===== src/rtl/dmem_arbiter.sv =====
// rtl/dmem_arbiter.sv - core/debug arbiter for the single-port data memory
// Optional bus lock for the debug port is enabled with `define DMEM_LOCK_EN.
module dmem_arbiter #(
    parameter int ADDR_W   = 10,
    parameter int DATA_W   = 32,
    parameter int MAX_WAIT = 4
) (
    input  logic              clk,
    input  logic              n_rst,
    input  logic              core_req,
    input  logic              core_we,
    input  logic [ADDR_W-1:0] core_addr,
    input  logic [DATA_W-1:0] core_wdata,
    output logic              core_gnt,
    output logic              core_rvalid,
    output logic [DATA_W-1:0] core_rdata,
    input  logic              dbg_req,
    input  logic              dbg_we,
    input  logic [ADDR_W-1:0] dbg_addr,
    input  logic [DATA_W-1:0] dbg_wdata,
    input  logic              dbg_lock,
    output logic              dbg_gnt,
    output logic              dbg_rvalid,
    output logic [DATA_W-1:0] dbg_rdata,
    output logic              mem_en,
    output logic              mem_we,
    output logic [ADDR_W-1:0] mem_addr,
    output logic [DATA_W-1:0] mem_wdata,
    input  logic [DATA_W-1:0] mem_rdata
);

    localparam int CNT_W = (MAX_WAIT < 1) ? 1 : $clog2(MAX_WAIT + 1);
    localparam logic [CNT_W-1:0] MAX_CNT = CNT_W'(MAX_WAIT);

    logic [CNT_W-1:0] wait_cnt_q, wait_cnt_d;
    logic             rd_core_q, rd_core_d;
    logic             rd_dbg_q, rd_dbg_d;
    logic             in_lock;
    logic             wait_full;

`ifdef DMEM_LOCK_EN
    typedef enum logic {ARB, LOCK} state_t;
    state_t state_q;

    always_ff @(posedge clk or negedge n_rst) begin
        if (!n_rst) begin
            state_q <= ARB;
        end else begin
            case (state_q)
                ARB:     if (dbg_gnt && dbg_lock) state_q <= LOCK;
                LOCK:    if (!dbg_lock) state_q <= ARB;
                default: state_q <= ARB;
            endcase
        end
    end

    assign in_lock = (state_q == LOCK);
`else
    logic dbg_lock_unused;
    assign dbg_lock_unused = dbg_lock;
    assign in_lock         = 1'b0;
`endif

    // MAX_WAIT=0 means the debug port always wins a contested cycle.
    assign wait_full = (MAX_WAIT == 0) ? 1'b1 : (wait_cnt_q == MAX_CNT);

    // Grants are gated by n_rst so nothing reaches memory while in reset.
    always_comb begin
        dbg_gnt  = n_rst & dbg_req & (in_lock | ~core_req | wait_full);
        core_gnt = n_rst & core_req & ~in_lock & ~dbg_gnt;
        mem_en   = core_gnt | dbg_gnt;
        mem_we    = 1'b0;
        mem_addr  = '0;
        mem_wdata = '0;
        if (dbg_gnt) begin
            mem_we    = dbg_we;
            mem_addr  = dbg_addr;
            mem_wdata = dbg_wdata;
        end else if (core_gnt) begin
            mem_we    = core_we;
            mem_addr  = core_addr;
            mem_wdata = core_wdata;
        end
    end

    always_comb begin
        wait_cnt_d = wait_cnt_q;
        if (!dbg_req || dbg_gnt || in_lock) begin
            wait_cnt_d = '0;
        end else if (!wait_full) begin
            wait_cnt_d = wait_cnt_q + 1'b1;
        end
        rd_core_d = core_gnt & ~core_we;
        rd_dbg_d  = dbg_gnt & ~dbg_we;
    end

    always_ff @(posedge clk or negedge n_rst) begin
        if (!n_rst) begin
            wait_cnt_q <= '0;
            rd_core_q  <= 1'b0;
            rd_dbg_q   <= 1'b0;
        end else begin
            wait_cnt_q <= wait_cnt_d;
            rd_core_q  <= rd_core_d;
            rd_dbg_q   <= rd_dbg_d;
        end
    end

    // Each return routes by the flag of the read that produced it.
    assign core_rvalid = rd_core_q;
    assign dbg_rvalid  = rd_dbg_q;
    assign core_rdata  = rd_core_q ? mem_rdata : '0;
    assign dbg_rdata   = rd_dbg_q ? mem_rdata : '0;

endmodule


===== config.mk =====
export PLATFORM = sky130hd
export DESIGN_NAME = dmem_arbiter
export DESIGN_NICKNAME = d
export VERILOG_FILES = /design/src/rtl/dmem_arbiter.sv
export SDC_FILE = /design/constraint.sdc
export NUM_CORES = 1
export LEC_CHECK = 0
export CAP_MARGIN = 40
export CORE_AREA = 4 4 90 92
export DETAILED_ROUTE_END_ITERATION = 8
export DIE_AREA = 0 0 94 96
export GPL_TIMING_DRIVEN = 0
export PLACE_DENSITY = 0.72
export SLEW_MARGIN = 10
export SYNTH_ARGS = -nofsm -noshare
export SYNTH_HDL_FRONTEND = slang
export SYNTH_SLANG_ARGS = --single-unit

===== constraint.sdc =====
create_clock -name clk -period 1.5 [get_ports clk]
set_input_delay 0.15 -clock clk [delete_from_list [all_inputs] [get_ports clk]]
set_output_delay 0.15 -clock clk [all_outputs]
set_load 0.05 [all_outputs]

# Yosys cells after proc, flatten, opt, wreduce, memory -nomap -nowiden
# Cells that the tools add are included.
# Widths: inputs -> output; s select.
# totals
register_bits,5
word_cells,30
# classes
n_addsub,1
n_eq_ne,2
muxes,10
bitwise,12
n_reduce_logical,2
# op_table
cell,count
$mux 32,4
$mux 10,2
$and 1x1->1,6
$mux 3,2
$not 1->1,4
$add 3x1->3 const B,1
$eq 3x3->1 const B,1
$mux 1,2
$ne 2x1->1 const B,1
$or 1x1->1,2
$logic_not 1->1,1
$logic_or 1x1->1,1

# Depth between registers and ports, before layout
# Gate-level depths: netlist of the first run.
# depth
word_depth,7
ltp_mapped,7
depth_no_buf,5

# Worst setup path after synthesis of the first run
# No wires, ideal clock.
# synth_timing
path_type,reg2out
start,reg wait_cnt_q[0]
end,out mem_wdata[25]
arrival_time_ps,1745
required_time_ps,1350
slack_ps,-395
stages_incl_launch_ff,7
path_buffers,1
path_cell_list,dfrtp_1 -> inv_1 -> ha_1 -> nand2_2 -> a21oi_2 -> buf_2 -> a22o_1
# synth_between
elab_chain_len,7
# synth_lines
element,line_no,rtl
"start, declared",35,"logic [CNT_W-1:0] wait_cnt_q, wait_cnt_d;"
"start signal, assigned",103,wait_cnt_q <= wait_cnt_d;
$eq 3x3->1 *,65,assign wait_full = (MAX_WAIT == 0) ? 1'b1 : (wait_cnt_q == MAX_CNT);
$or 1x1->1 *,69,dbg_gnt = n_rst & dbg_req & (in_lock | ~core_req | wait_full);
$and 1x1->1 *,69,
net dbg_gnt,22,"output logic dbg_gnt,"
$not 1->1,70,core_gnt = n_rst & core_req & ~in_lock & ~dbg_gnt;
$and 1x1->1,70,
$mux 32,79,end else if (core_gnt) begin
$mux 32 *,75,if (dbg_gnt) begin
"end, declared",28,"output logic [DATA_W-1:0] mem_wdata,"
# Mark *: on every way through the listed nets, which the timed path passes. The rest lies on a longest branch.

# Final worst setup path of the first run
# layout_timing
start,reg wait_cnt_q[1]
end,out mem_we
# layout_between
elab_chain_len,7
# layout_lines
element,line_no,rtl
$eq 3x3->1 *,65,
$or 1x1->1 *,69,
$and 1x1->1 *,69,
$not 1->1,70,
$and 1x1->1,70,
$mux 1,79,
$mux 1 *,75,
"end, declared",26,"output logic mem_we,"
# Every way passes the cells marked *; elsewhere a longest branch is shown, timed or not.

==> results of run 1 <==
where the power goes:
group | internal (W) | leakage (nW) | switching [W]
registers | 0.000146 | 0.0655 | 0.0000110
clock network | 0.000184 | 0.0228 | 0.0000799
logic | 0.000693 | 1.89 | 0.000725
total | 0.00102 | 1.98 | 0.000816
routing by layer:
metal / vias up / share of wire, %
met5: - / 0
met4: 0 / 1.4
met3: 7 / 15
met2: 145 / 55
met1: 978 / 29
li1: 1028 / -
placed cells by master (no fill, tap or decap), types with 4 or more instances in the layout:
master             n
a22o_4            41
and2_1            57
and2_2             7
buf_12             6
buf_2             32
buf_4             32
buf_6             25
buf_8              9
clkbuf_2           6
clkbuf_4          20
clkdlybuf4s50_1  119
dfrtp_1            4
dlygate4sd2_1      4
flip-flops by register name, summed over array words and instances (netlist names):
name         count
wait_cnt_q       3
core_rvalid      1
dbg_rvalid       1
worst min path at each step:
stage	endpoint	from	slack [ns]
floorplan	core_rvalid$_DFF_PN0_	n_rst	-0.15
global placement	wait_cnt_q[0]$_DFFE_PN0P_	n_rst	0.45
detailed placement	wait_cnt_q[0]$_DFFE_PN0P_	n_rst	0.45
CTS	core_rvalid$_DFF_PN0_	core_we	0.48
global route	core_rvalid$_DFF_PN0_	core_we	0.49
finish	dbg_rvalid$_DFF_PN0_	dbg_we	0.49
repair_timing:
item                                    CTS  global route
resized for setup                       651            31
hold endpoints to repair                  5             0
buffers inserted                          6             2
cloned                                    1             0
hold buffers                              1             0
pin swaps                                 6             3
endpoints found under the setup margin  113           100
final cells by class:
class                   instances  area, µm²
inverters                       2      7.507
repair buffers                242       2228
well taps                      99      123.9
fillers                       676       3198
flip-flops and latches          5      126.4
multi-input cells             126       1326
clock buffers                   4      45.04
plain buffers                  15      158.9
cell families after synthesis:
logic type,after synthesis,share of synthesized area (%)
compound gates,45,34.87
xor+xnor,1,0.7702
fa+ha+maj,2,2.200
buf+inv,17,8.140
flops,5,11.00
mux,2,1.870
simple gates,76,41.14
synth_stat cells, types with 2 or more instances:
cell type	instances	area share (%)
ha_1	2	2.2
buf_4	2	1.3
nor2b_1	2	1.1
dfrtp_1	5	11
nand2_1	3	0.99
and2_1	64	35
inv_1	2	0.66
clkbuf_1	6	2.0
buf_6	2	2.0
nor3b_1	2	1.3
nor2_1	2	0.66
buf_2	5	2.2
a22o_1	42	32
stage by stage:
stage | instance area (µm²) | hold slack (ns)
floorplan | 1545 | -0.1456
global placement | 4001 | 0.4471
detailed placement | 4001 | 0.4515
CTS | 3959 | 0.4815
global route | 4016 | 0.4865
finish | 4016 | 0.4858
==> metrics.md, run 1 <==
| Metric | Value |
|---|---|
| Worst EP required | 1.35 ns |
| Yosys warns | 0 |
| EDFF count, synth | 0 |
| Buffers on Ports | 233 |
| Synthesized cell area | 1137 µm² |
| Share of layout cells above drive strength 1 | 48.98% |
| Hold crit path type | in -> reg |
| Mapped Nets | around 270 |
| Met3 usage | 8.131% |
| Final Core Density | between 50% and 60% |
| Main synth FF type | dfrtp_1 |
| GRT met2 Usage | 33.65% |
| R2r worst-path depth | 6 |
| # DRC | 0 |
| Vias | 2158 |
| Critical-path top delay cell | dfrtp_1 |
| Peak supply drop | roughly 0.00022 V |
| Period utilization | 127.6% |
| Failing checks | setup timing |
| CTS Buf Count | 3 |
| Initial core utilization | between 15 and 20% |
| CP arrival | approximately 1.8 ns |
| Status | finished with violations |
| WL final | between 8 and 9 mm |
| Slew Limit Headroom | about two thirds |
| Final Skew | roughly 0.00014 ns |
| Detail Route Antenna Nets | 0 |
| FFs w/ async S/R, synth | 100.0% |
| GRT overflow | 0 |
| TNS Setup | -15.31 ns |
| Crit path from | wait_cnt_q[1]$_DFFE_PN0P_ |
| Distinct cell type count after synthesis | 22 |
| Die width | between 90 and 100 µm |
| Die ar. | between 9000 and 10000 µm² |
| Vias in the first global route | about 2300 |
| Antenna fix cells | 0 |
| Worst setup margin | -0.4145 ns |
| Total Power | 0.001838 W |
| Core ar. | between 7000 and 8000 µm² |
| DP Cell Count | 480 |
| WP depth | 7 |
| Initial antenna violation count | 0 |
| Worst Setup End Kind | output pin |
| Worst-Skew Late Latency | 0.23 ns |
| I/O pin total | approximately 240 |
| CP most frequent cell | buf_8 |
| Max incr delay on CP | just under 0.4 ns |
| FF-to-FF End | wait_cnt_q[2]$_DFFE_PN0P_ |
| R2r setup slk | 0.17 ns |
| Setup crit start kind | flop |
| Crit Path Class | reg -> out |
| Final net count | 520 |
| Average via count per standard cell | about 4.4 |
| Post-route insts no fill | around 490 |
| Slew Viols, Final | 0 |
| Largest net degree at the start of global routing | 11 |
| Most crowded layer after global routing | met2 |
| GPL Wtd Cong | ~0.73 |
| Worst setup endpoint | mem_we |
| Hold Path Stages | 2 |
| All-Layer GR Usage | between 10% and 20% |
| First-pass GRT wire length | about 12 mm |
| Die Y | 96 µm |
| Post-synthesis sequential area ratio | ~11% |
| Fmax | 522.3 MHz |
| Pwr dens | ~460 nW/µm² |
| Setup WS pre-CTS | -1.270 ns |
| Number of synthesized register bits | 5 |
| Detail Placement HPWL | 7.057 mm |
| Clock Path Buffers | 2 |
| Synth Instances | 148 |
| Clock root buffer | clkbuf_8 |
| Fin. Hold Viols | 0 |
| M1 GR Usage | around an eighth |
| Worst path top cell family by delay | flip-flops |
| Cell row count | 31 |
| Initial drt markers | 14 |
| # setup viols final | 45 |
| H-tree depth | 1 |
| CP cell instances | inv_2 > ha_4 > nand2_4 > a21oi_4 > buf_8 > mux2_4 > buf_8 |
| Average routed wire per standard cell | around 16 µm |
| DR pass1 iterations | 4 |
| Max_cap viols | 0 |
| Pin slew with the least headroom to its limit | between 0.4 and 0.5 ns |
| Final min period | approximately 1.9 ns |
| P_leak | 1.977 nW |
| Syn avg cell area | 7.685 µm² |
| RSZ-0062 raised after global routing | true |
| Worst-path clk slew | 0.04 ns |
| CTS tree | yes |
| WP buf/inv | 3 |
| Clock sinks | 5 |
| Worst r2r src | wait_cnt_q[1]$_DFFE_PN0P_ |
| P&R area growth vs syn | 253.1% |
| Crit-path max FO | 5 |
Note: power is estimated with default switching activity, not from simulation.
==> run 2, diff against run 1 <==
Settings changed: RECOVER_POWER from default to 100.
==> metrics.md, run 2 (synthesis gave the netlist of run 1 again) <==
| Metric | Value |
|---|---|
| Pin slew with the least headroom to its limit | 0.4969 ns (+0.0000008345 ns) |
| Failing checks | setup timing |
| Initial core utilization | 15.76% (unchanged) |
| Largest Register | wait_cnt_q |
| Final net count | 520 (unchanged) |
| Max_cap viols | 0 (unchanged) |
| Crit Path Class | reg -> out |
| All-Layer GR Usage | 16.40% (unchanged) |
| Detail Route Antenna Nets | 0 (unchanged) |
| Final Core Density | 55.67% (unchanged) |
| Largest register FFs | 3 (unchanged) |
| # DRC | 0 (unchanged) |
| Crit-path max FO | 5 (unchanged) |
| Buffers on Ports | 233 (unchanged) |
| Slew Viols, Final | 0 (unchanged) |
| Setup crit start kind | flop |
| Cell row count | 31 (unchanged) |
| Slew Limit Headroom | 67.00% (about the same) |
| Critical-path top delay cell | dfrtp_1 |
| Detail Placement HPWL | 7.057 mm (unchanged) |
| Total Power | 0.001838 W (about the same) |
| Clock root buffer | clkbuf_8 |
| Vias | 2159 (+0.046%) |
| Final min period | 1.914 ns (unchanged) |
| H-tree depth | 1 (unchanged) |
| Hold Path Stages | 2 (unchanged) |
| Worst-Skew Late Latency | 0.23 ns (about the same) |
| Die Y | 96 µm (unchanged) |
| WL final | 8.101 mm (about the same) |
| Average via count per standard cell | 4.379 (about the same) |
| Period utilization | 127.6% (unchanged) |
| TNS Setup | -15.31 ns (unchanged) |
| Antenna fix cells | 0 (unchanged) |
| First-pass GRT wire length | 11.54 mm (unchanged) |
| GPL Wtd Cong | 0.7264 (unchanged) |
| Initial antenna violation count | 0 (unchanged) |
| Fillers | 676 (unchanged) |
| Most common cell after layout, fill and taps aside | clkdlybuf4s50_1 |
| Multi-input gate area | 1326 µm² (unchanged) |
| CP arrival | 1.76 ns (about the same) |
| Fmax | 522.3 MHz (unchanged) |
| CTS tree | yes |
| # setup viols final | 45 (unchanged) |
| DP Cell Count | 480 (unchanged) |
| RSZ-0062 raised after global routing | true |
| CTS Buf Count | 3 (unchanged) |
| Vias in the first global route | 2304 (unchanged) |
| Average routed wire per standard cell | 16.43 µm (about the same) |
| CP most frequent cell | buf_8 |
| Pwr dens | 457.7 nW/µm² (about the same) |
| FF/Latch Area | 126.4 µm² (unchanged) |
| P_leak | 1.976 nW (about the same) |
| Max incr delay on CP | 0.39 ns (about the same) |
| I/O pin total | 235 (unchanged) |
| Peak supply drop | 0.0002239 V (unchanged) |
| DR pass1 iterations | 4 (unchanged) |
| R2r worst-path depth | 6 (unchanged) |
| Share of layout cells above drive strength 1 | 48.98% (unchanged) |
| Core ar. | 7214 µm² (unchanged) |
| Worst-path clk slew | 0.04 ns (about the same) |
| Worst setup margin | -0.4145 ns (unchanged) |
| Die width | 94 µm (unchanged) |
| GRT overflow | 0 (unchanged) |
| Hold crit path type | in -> reg |
| Post-route insts no fill | 493 (unchanged) |
| Worst Setup End Kind | output pin |
| Fin. Hold Viols | 0 (unchanged) |
| Most frequent cells in the layout | 119 x clkdlybuf4s50_1, 56 x and2_1, 41 x a22o_4 |
| Final Skew | 0.0001411 ns (unchanged) |
| Initial drt markers | 14 (unchanged) |
| Die ar. | 9024 µm² (unchanged) |
| Clock sinks | 5 (unchanged) |
| P&R area growth vs syn | 253.1% (unchanged) |
| Worst EP required | 1.35 ns (about the same) |
| CP cell instances | inv_2 > ha_4 > nand2_4 > a21oi_4 > buf_8 > mux2_4 > buf_8 |
| Largest net degree at the start of global routing | 11 (unchanged) |
| Status | finished with violations |
| Clock Path Buffers | 2 (unchanged) |
## run 2: final cells by class
class / instances / share of cell area [%]
clock buffer: 4 / 1.121
multi-input combinational: 126 / 33.02
buffer: 15 / 3.956
tap: 99 / 3.084
sequential: 5 / 3.146
inverter: 2 / 0.1869
timing repair buffer: 242 / 55.48
## run 2: worst paths after layout
path | slack, ns | endpoint | start
worst max-delay path | -0.41 | mem_we | wait_cnt_q[1]$_DFFE_PN0P_
worst min-delay path | 0.49 | dbg_rvalid$_DFF_PN0_ | dbg_we
min in group asynchronous | 0.57 | wait_cnt_q[0]$_DFFE_PN0P_ | n_rst
worst min register to register | 0.69 | wait_cnt_q[2]$_DFFE_PN0P_ | wait_cnt_q[2]$_DFFE_PN0P_
max in group asynchronous | 0.71 | core_rvalid$_DFF_PN0_ | n_rst
worst max register to register | 0.17 | wait_cnt_q[2]$_DFFE_PN0P_ | wait_cnt_q[1]$_DFFE_PN0P_
## run 2: power breakdown
part	total (W)	leakage (nW)	internal, W	switching, W
registers	0.000157	0.0655	0.000146	0.0000110
logic	0.00142	1.89	0.000693	0.000725
clock network	0.000264	0.0228	0.000184	0.0000799
total	0.00184	1.98	0.00102	0.000816
## run 2: per-stage QoR
step	area [µm²]	hold slack, ns	setup WS, ns
after floorplan	1545	-0.1456	-0.03188
final	4016	0.4858	-0.4145
after CTS	3959	0.4815	-0.4452
after detailed placement	4001	0.4515	-1.270
after global routing	4016	0.4865	-0.4680
after global placement	4001	0.4471	-1.244
## run 2: layer usage
metal | vias up | track usage (%) | part of all wire, %
met4 | 0 | 5.535 | 1.4
met3 | 7 | 8.131 | 15
li1 | 1028 | - | -
met5 | - | 0 | 0
met1 | 979 | 13.20 | 29
met2 | 145 | 33.65 | 55
## run 2: critical path, delay by kind of cell, from the launching register on
family	cells	cell delay [ns]
mux	1	0.31
flops	1	0.39
buf+inv	3	0.39
simple gates	1	0.06
fa+ha+maj	1	0.17
compound gates	1	0.22
## run 2: what timing repair did
action | CTS | global route
pin swaps | 6 | 3
endpoints found under the hold margin | 5 | 0
gates resized for setup | 651 | 31
gates cloned | 1 | 0
setup endpoints to repair | 113 | 100
hold buffers | 1 | 0
buffers inserted | 6 | 2
==> run 3, diff against run 2 <==
Settings changed: CTS_CLUSTER_DIAMETER from default to 30.
==> results of run 3 <==
Same layout as run 2: the final DEF is identical, and so are final timing and power.
